<file path="config.mk">
export PLATFORM = sky130hd
export DESIGN_NAME = atm_pin_auth_flat
export DESIGN_NICKNAME = d
export VERILOG_FILES = /design/src/rtl/atm_pin_auth_if.sv /design/src/rtl/atm_pin_auth.sv /design/src/flat_wrapper.sv
export SDC_FILE = /design/constraint.sdc
export NUM_CORES = 1
export LEC_CHECK = 0
export ABC_AREA = 1
export CAP_MARGIN = 20
export CORE_MARGIN = 3
export CORE_UTILIZATION = 57
export CTS_CLUSTER_DIAMETER = 40
export DETAILED_ROUTE_END_ITERATION = 8
export DONT_BUFFER_PORTS = 1
export PLACE_DENSITY = 0.87
export SYNTH_ARGS = -nofsm -noshare
export SYNTH_HDL_FRONTEND = slang
export SYNTH_SLANG_ARGS = --single-unit
</file>
<file path="constraint.sdc">
create_clock -name clk -period 2.5 [get_ports clk]
set_input_delay 0.25 -clock clk [delete_from_list [all_inputs] [get_ports clk]]
set_output_delay 0.25 -clock clk [all_outputs]
set_load 0.01 [all_outputs]
</file>
<file path="src/rtl/atm_pin_auth_if.sv">
// Bus bundle for the ATM PIN authentication stage.
// The master side (transaction controller or bench) drives the requests.
// The slave side (atm_pin_auth) returns the session status.
interface atm_pin_auth_if;
    logic       start;
    logic [3:0] account_id;
    logic       pin_valid;
    logic [3:0] pin_in;
    logic       chg_req;
    logic [3:0] new_pin;
    logic       session_end;
    logic       busy;
    logic       auth_ok;
    logic       fail_pulse;
    logic       rejected;
    logic       locked;
    logic [1:0] tries_left;
    logic       chg_done;

    modport master (
        output start, account_id, pin_valid, pin_in, chg_req, new_pin, session_end,
        input  busy, auth_ok, fail_pulse, rejected, locked, tries_left, chg_done
    );

    modport slave (
        input  start, account_id, pin_valid, pin_in, chg_req, new_pin, session_end,
        output busy, auth_ok, fail_pulse, rejected, locked, tries_left, chg_done
    );
endinterface

</file>
<file path="src/rtl/atm_pin_auth.sv">
// PIN authentication stage for the ATM front end.
// Checks the account ID and collects PIN attempts with an idle timeout.
// Locks the account after MAX_TRIES misses and services PIN changes once authenticated.
// All status outputs are registered from the next state, so they change together with the state.
module atm_pin_auth #(
    parameter int NUM_ACCOUNTS = 4,
    parameter int MAX_TRIES    = 3,
    parameter int TIMEOUT_CYC  = 255
) (
    input logic          clk,
    input logic          rst,
    atm_pin_auth_if.slave bus
);

    localparam logic [7:0] TIMEOUT = 8'(TIMEOUT_CYC);
    localparam logic [1:0] TRIES   = 2'(MAX_TRIES);
    localparam logic [4:0] NUM     = 5'(NUM_ACCOUNTS);

    typedef enum logic [2:0] {
        S_IDLE     = 3'd0,
        S_CHECK_ID = 3'd1,
        S_WAIT_PIN = 3'd2,
        S_COMPARE  = 3'd3,
        S_AUTHED   = 3'd4,
        S_LOCKED   = 3'd5,
        S_REJECT   = 3'd6
    } state_t;

    state_t      state;
    state_t      next_state;

    // Session counters and their next values
    logic [1:0]  fail_cnt;
    logic [1:0]  fail_cnt_nx;
    logic [7:0]  timer;
    logic [7:0]  timer_nx;

    // Session data captured from the bus (not reset: only meaningful once captured)
    logic [3:0]  id_q;
    logic [3:0]  pin_q;

    // Tables are sized for the 4-bit account space so any id indexes safely;
    // only entries below NUM_ACCOUNTS are ever written or trusted.
    logic [15:0] lock_flags;
    logic [3:0]  pin_tab [16];

    logic        pin_match;
    logic        id_bad;
    logic        last_try;
    logic        id_take;
    logic        pin_take;
    logic        chg_write;
    logic        lock_set;

    // Next-value outputs feeding the output register
    logic        busy_d;
    logic        auth_ok_d;
    logic        fail_pulse_d;
    logic        rejected_d;
    logic        locked_d;
    logic [1:0]  tries_left_d;
    logic        chg_done_d;

    assign pin_match = (pin_q == pin_tab[id_q]);
    assign id_bad    = ({1'b0, id_q} >= NUM) || lock_flags[id_q];
    assign last_try  = ((fail_cnt + 2'd1) == TRIES);
    assign id_take   = (state == S_IDLE) && bus.start;
    assign pin_take  = (state == S_WAIT_PIN) && !bus.session_end && bus.pin_valid;
    // A simultaneous session_end cancels the change request.
    assign chg_write = (state == S_AUTHED) && bus.chg_req && !bus.session_end;
    assign lock_set  = (state == S_COMPARE) && !pin_match && last_try;

    // State register
    always_ff @(posedge clk or posedge rst) begin
        if (rst) begin
            state <= S_IDLE;
        end else begin
            state <= next_state;
        end
    end

    // Next-state and session counter update rules
    always_comb begin
        next_state  = state;
        fail_cnt_nx = fail_cnt;
        timer_nx    = timer;
        case (state)
            S_IDLE: begin
                if (bus.start) begin
                    next_state = S_CHECK_ID;
                end
            end
            S_CHECK_ID: begin
                fail_cnt_nx = '0;
                timer_nx    = '0;
                next_state  = id_bad ? S_REJECT : S_WAIT_PIN;
            end
            S_WAIT_PIN: begin
                if (bus.session_end) begin
                    next_state = S_IDLE;
                end else if (bus.pin_valid) begin
                    next_state = S_COMPARE;
                end else if (timer == TIMEOUT) begin
                    next_state = S_REJECT;
                end else begin
                    timer_nx = timer + 8'd1;
                end
            end
            S_COMPARE: begin
                if (pin_match) begin
                    next_state = S_AUTHED;
                end else if (last_try) begin
                    // Saturate the count so tries_left reads zero while locked.
                    fail_cnt_nx = TRIES;
                    next_state  = S_LOCKED;
                end else begin
                    fail_cnt_nx = fail_cnt + 2'd1;
                    timer_nx    = '0;
                    next_state  = S_WAIT_PIN;
                end
            end
            S_AUTHED, S_LOCKED, S_REJECT: begin
                if (bus.session_end) begin
                    next_state = S_IDLE;
                end
            end
            default: begin
                next_state = S_IDLE;
            end
        endcase
    end

    // Output decode from the upcoming state
    always_comb begin
        busy_d       = (next_state != S_IDLE);
        auth_ok_d    = (next_state == S_AUTHED);
        rejected_d   = (next_state == S_REJECT);
        locked_d     = (next_state == S_LOCKED);
        fail_pulse_d = (state == S_COMPARE) && !pin_match && !last_try;
        chg_done_d   = chg_write;
        tries_left_d = TRIES - fail_cnt_nx;
    end

    // Session counters
    always_ff @(posedge clk or posedge rst) begin
        if (rst) begin
            fail_cnt <= '0;
            timer    <= '0;
        end else begin
            fail_cnt <= fail_cnt_nx;
            timer    <= timer_nx;
        end
    end

    // Registered status outputs
    always_ff @(posedge clk or posedge rst) begin
        if (rst) begin
            bus.busy       <= 1'b0;
            bus.auth_ok    <= 1'b0;
            bus.fail_pulse <= 1'b0;
            bus.rejected   <= 1'b0;
            bus.locked     <= 1'b0;
            bus.tries_left <= TRIES;
            bus.chg_done   <= 1'b0;
        end else begin
            bus.busy       <= busy_d;
            bus.auth_ok    <= auth_ok_d;
            bus.fail_pulse <= fail_pulse_d;
            bus.rejected   <= rejected_d;
            bus.locked     <= locked_d;
            bus.tries_left <= tries_left_d;
            bus.chg_done   <= chg_done_d;
        end
    end

    // Capture account id on an accepted start and the PIN attempt on an accepted strobe
    always_ff @(posedge clk) begin
        if (id_take) begin
            id_q <= bus.account_id;
        end
        if (pin_take) begin
            pin_q <= bus.pin_in;
        end
    end

    // PIN table and lock flags; reset restores the factory PINs and clears all locks
    always_ff @(posedge clk or posedge rst) begin
        if (rst) begin
            lock_flags <= '0;
            for (int i = 0; i < 16; i++) begin
                pin_tab[i] <= 4'(i);
            end
        end else begin
            if (chg_write) begin
                pin_tab[id_q] <= bus.new_pin;
            end
            if (lock_set) begin
                lock_flags[id_q] <= 1'b1;
            end
        end
    end

endmodule

</file>
<file path="src/flat_wrapper.sv">
// flat-port wrapper written by rule: the top's interface ports become plain ports
module atm_pin_auth_flat 
#(
    parameter int NUM_ACCOUNTS = 4,
    parameter int MAX_TRIES    = 3,
    parameter int TIMEOUT_CYC  = 255
)
  (clk, rst, bus_start, bus_account_id, bus_pin_valid, bus_pin_in, bus_chg_req, bus_new_pin, bus_session_end, bus_busy, bus_auth_ok, bus_fail_pulse, bus_rejected, bus_locked, bus_tries_left, bus_chg_done);
  atm_pin_auth_if bus_i ();
  input logic clk;
  input logic rst;
  input wire logic [$bits(bus_i.start)-1:0] bus_start;
  input wire logic [$bits(bus_i.account_id)-1:0] bus_account_id;
  input wire logic [$bits(bus_i.pin_valid)-1:0] bus_pin_valid;
  input wire logic [$bits(bus_i.pin_in)-1:0] bus_pin_in;
  input wire logic [$bits(bus_i.chg_req)-1:0] bus_chg_req;
  input wire logic [$bits(bus_i.new_pin)-1:0] bus_new_pin;
  input wire logic [$bits(bus_i.session_end)-1:0] bus_session_end;
  output wire logic [$bits(bus_i.busy)-1:0] bus_busy;
  output wire logic [$bits(bus_i.auth_ok)-1:0] bus_auth_ok;
  output wire logic [$bits(bus_i.fail_pulse)-1:0] bus_fail_pulse;
  output wire logic [$bits(bus_i.rejected)-1:0] bus_rejected;
  output wire logic [$bits(bus_i.locked)-1:0] bus_locked;
  output wire logic [$bits(bus_i.tries_left)-1:0] bus_tries_left;
  output wire logic [$bits(bus_i.chg_done)-1:0] bus_chg_done;
  assign bus_i.start = bus_start;
  assign bus_i.account_id = bus_account_id;
  assign bus_i.pin_valid = bus_pin_valid;
  assign bus_i.pin_in = bus_pin_in;
  assign bus_i.chg_req = bus_chg_req;
  assign bus_i.new_pin = bus_new_pin;
  assign bus_i.session_end = bus_session_end;
  assign bus_busy = bus_i.busy;
  assign bus_auth_ok = bus_i.auth_ok;
  assign bus_fail_pulse = bus_i.fail_pulse;
  assign bus_rejected = bus_i.rejected;
  assign bus_locked = bus_i.locked;
  assign bus_tries_left = bus_i.tries_left;
  assign bus_chg_done = bus_i.chg_done;
  atm_pin_auth #(.NUM_ACCOUNTS(NUM_ACCOUNTS), .MAX_TRIES(MAX_TRIES), .TIMEOUT_CYC(TIMEOUT_CYC)) u_core (.clk(clk), .rst(rst), .bus(bus_i));
endmodule
</file>
==> impl_metrics.sql <==
INSERT INTO impl_metrics (metric_group, metric, value, unit) VALUES
('run_status', 'status', 'completed', ''),
('logic_synthesis', 'yosys-top-cells-area', 'dfrtp_1, nand2_1, dfstp_2', ''),
('global_route', 'via_count_of_the_first_global_routing_pass', '3986', ''),
('min_path', 'hp-class', 'input port to register', ''),
('routing', 'route.vias.total', '4067', ''),
('critical_path', 'crit_arrival', '2610', 'ps'),
('critical_path', 'worst-setup-path-type', 'register to register', ''),
('floorplan', 'core-area', '0.007848', 'sq mm'),
('critical_path', 'cp-start-kind', 'register', ''),
('logic_synthesis', 'synthDominantCellAreaShare', '29.37', '%'),
('run', 'maxCapViolations', '0', ''),
('critical_path', 'timing.critical_path.cells', 'inv_2, buf_4, nand2_1, nand2_1, nand2_1, nand2_1, nand2_1, nand2_1, nor2_1, nand2_1, nand2_1, nor2_2, nand2_1, buf_4, o21ai_1, nand2_1, o21ai_1', ''),
('floorplan', 'start_util', '59.71', '%'),
('global_route', 'antenna_found_initial', '0', ''),
('power', 'static-leakage-power', '2.482', 'nW'),
('finish', 'antenna_cells_inserted', '0', ''),
('logic_synthesis', 'syn-instance-count', '612', ''),
('sta', 'timing.final.crit_share', '91.42', '%'),
('sta', 'timing.hold.ws', '123.4', 'ps'),
('critical_path', 'cp-end-kind', 'register', ''),
('clocking', 'clock_latency_late_sink', '380', 'ps'),
('finish', 'fin_nets', '645', ''),
('sta', 'timing.final.setup_violations', '0', ''),
('sta', 'maxSlewViolCount', '0', ''),
('floorplan', 'dieArea', '0.009344', 'sq mm'),
('critical_path', 'cp_num_buf_inv', '3', ''),
('logic_synthesis', 'syn-mean-instance-area', '7.656', 'sq um'),
('routing', 'route.detailed.wl_per_inst', '15.24', 'microns'),
('critical_path', 'critical-path-top-delay-family', 'simple AND/OR/NAND/NOR gates', ''),
('critical_path', 'worst-endpoint-required', '2820', 'ps'),
('critical_path', 'critical_path.max_fanout', '17', ''),
('clocking', 'cts.sinks', '97', ''),
('routing', 'ratio_of_routed_vias_to_standard_cells', '5.556', ''),
('finish', 'final_design_area_no_fill', '0.005154', 'sq mm'),
('clocking', 'tritoncts', 'yes', ''),
('logic_synthesis', 'post_syn_nets', '632', ''),
('logic_synthesis', 'netlist_area', '0.004686', 'sq mm'),
('floorplan', 'num_io_pins', '26', ''),
('place', 'place.gp.congestion', '0.9945', ''),
('routing', 'wl', '11.16', 'mm'),
('floorplan', 'die_width', '96.67', 'microns'),
('critical_path', 'cpPeakStageDelay', '520', 'ps'),
('clocking', 'clock_path_buffers', '2', ''),
('global_route', 'grt_util_all_layers', '24.94', '%'),
('floorplan', 'row_count', '32', ''),
('clocking', 'cts_made_buffers', '9', ''),
('global_route', 'grt_start_max_net_pins', '55', ''),
('routing', 'ant_nets', '0', ''),
('routing', 'wl_met1', '4.584', 'mm'),
('power', 'power-per-cell-area', '853.6', 'mW/mm^2'),
('finish', 'layout-drive-gt1-share', '12.06', '%'),
('clocking', 'clock_tree.htree_level_count', '3', ''),
('routing', 'drc', '0', ''),
('critical_path', 'cp_common_cell', 'nand2_1', ''),
('logic_synthesis', 'synth.largest_area_cell', 'dfrtp_1', ''),
('critical_path', 'timing.critical_path.slowest_stage_cell', 'edfxtp_1', ''),
('floorplan', 'die_height', '96.67', 'microns'),
('routing', 'maxUsedRoutingLayer', 'met4', ''),
('logic_synthesis', 'count_of_yosys_warnings_during_synthesis', '0', ''),
('routing', 'detail_route.first_pass.iterations', '5', ''),
('logic_synthesis', 'yosys_register_bits', '97', ''),
('finish', 'fin_util', '65.67', '%'),
('sta', 'max-slew-margin-rel', '48.72', '%'),
('place', 'placedInstanceArea', '0.004801', 'sq mm'),
('routing', 'drt-initial-drc-count', '314', ''),
('global_route', 'globalRouteOverflowTotal', '0', ''),
('routing', 'met2_wirelength', '5.487', 'mm'),
('sta', 'fin_skew', '17.50', 'ps'),
('place', 'io_buffer_count', '0', ''),
('routing', 'met3_length', '731', 'microns'),
('global_route', 'grt_first_pass_wirelength', '18.86', 'mm'),
('logic_synthesis', 'synth_cell_types', '24', ''),
('power', 'power', '0.004399', 'W'),
('finish', 'area.growth.synth_to_final', '9.987', '%'),
('logic_synthesis', 'synth.yosys.seq_area_share', '53.56', '%'),
('place', 'hpwlAfterDp', '7.588', 'mm'),
('sta', 'achievable-frequency', '0.4375', 'GHz'),
('power', 'peakVddDrop', '0.0007541', 'V'),
('clocking', 'clock-root-buffer', 'clkbuf_8', ''),
('sta', 'layout_min_cycle_time', '2286', 'ps'),
('sta', 'timing_worst_slew_pin_value', '767.7', 'ps'),
('clocking', 'cts.clk_slew.worst_paths', '110', 'ps'),
('sta', 'final-hold-violation-count', '0', '');
## cell type report
cell class | count | area (sq um)
Multi-Input combinational cell | 455 | 1957
Timing Repair Buffer | 19 | 181.4
Tap cell | 102 | 127.6
Clock buffer | 10 | 137.6
Inverter | 43 | 167.7
Sequential cell | 97 | 2510
Fill cell | 664 | 2694
Clock inverter | 6 | 72.57
## logic make-up after synthesis
logic type,Yosys count,synth area share (%)
adders and majority gates,2,0.5340
buffers and inverters,60,5.341
xor gates and xnor gates,4,0.7476
AOI/OAI and AO/OA,82,9.292
DFF,97,53.56
and+or+nand+nor,367,30.52
## power breakdown
group / total, W / switching [W] / leakage [nW] / internal (W)
registers: 0.00219 / 0.000226 / 1.18 / 0.00197
clock network: 0.00108 / 0.000583 / 0.103 / 0.000500
logic: 0.00112 / 0.000766 / 1.20 / 0.000359
total: 0.00440 / 0.00157 / 2.48 / 0.00282
## final timing paths
check	start	end	slack [ps]	cells past startpoint
worst max-delay path	u_core.id_q[0]	u_core.fail_cnt[1]	210	17
worst min-delay path	bus_session_end	u_core.state[1]	120	3
worst max register to register	u_core.id_q[0]	u_core.fail_cnt[1]	210	17
worst min register to register	u_core.lock_flags[1]	u_core.lock_flags[1]	470	2
max in group asynchronous	rst	u_core.pin_tab[31]	1260	3
min in group asynchronous	rst	u_core.pin_tab[50]	480	2
## Yosys cell counts
cell type / number
nor3_1: 5
nand3_1: 24
inv_2: 5
dfrtp_1: 55
clkbuf_1: 7
nor3_2: 1
a31o_1: 3
o21bai_1: 3
o21ai_0: 67
o21ai_1: 3
inv_1: 38
nor2_2: 1
a221oi_1: 1
buf_2: 8
edfxtp_1: 8
dfstp_2: 34
buf_6: 2
nor2_1: 52
a21oi_1: 4
nand2_2: 3
nand2_1: 281
xor2_1: 4
a22oi_1: 1
ha_1: 2
## placed cells by master, fill, tap and decap left out, types with 3 or more instances in the layout
cell type,synthesis,routed
nand2_1,281,280
o21ai_0,67,67
dfrtp_1,55,55
nor2_1,52,50
inv_1,38,37
dfstp_2,34,34
nand3_1,24,24
clkbuf_8,0,10
dlygate4sd3_1,0,9
buf_4,0,8
edfxtp_1,8,8
inv_2,5,4
nor3_1,5,4
xor2_1,4,4
o21bai_1,3,3
o21ai_1,3,3
a21oi_1,4,3
a31o_1,3,3
## layer usage
metal,up-vias,track usage [%]
met4,0,10.48
met2,153,40.55
met5,-,0
li1,1939,-
met1,1931,31.63
met3,44,6.633
## stage by stage
| step | cells | setup TNS (ps) | setup WS (ps) |
|---|---|---|---|
| detailed placement | 705 | 0 | 119.8 |
| finish | 732 | 0 | 214.5 |
| global placement | 705 | 0 | 136.6 |
| floorplan | 612 | 0 | 590.5 |
| global route | 732 | -45.76 | -27.76 |
| CTS | 730 | 0 | 72.85 |
## sequential cells by signal (all words and copies together), names as in the netlist, 2 cells and up
register / flops
u_core.id_q: 4
u_core.timer: 8
u_core.pin_q: 4
u_core.state: 3
u_core.bus.tries_left: 2
u_core.fail_cnt: 2
u_core.lock_flags: 4
u_core.pin_tab: 64
## worst register-to-register path: stages, from the launching register on
cell      delay (ps)
edfxtp_1         520
inv_2            100
buf_4            200
nand2_1           80
nand2_1           60
nand2_1           50
nand2_1           60
nand2_1           40
nand2_1          120
nor2_1            70
nand2_1           60
nand2_1           60
nor2_2           130
nand2_1          140
buf_4            200
o21ai_1          170
nand2_1           80
o21ai_1           90
## repair_timing
action | in CTS | in global routing
endpoints found under the hold margin | 24 | 0
setup buffers | 0 | 2
gates resized for setup | 0 | 11
setup endpoints to repair | 0 | 21
hold buffers | 9 | 0
No activity file was read; power rests on OpenSTA's default activity.
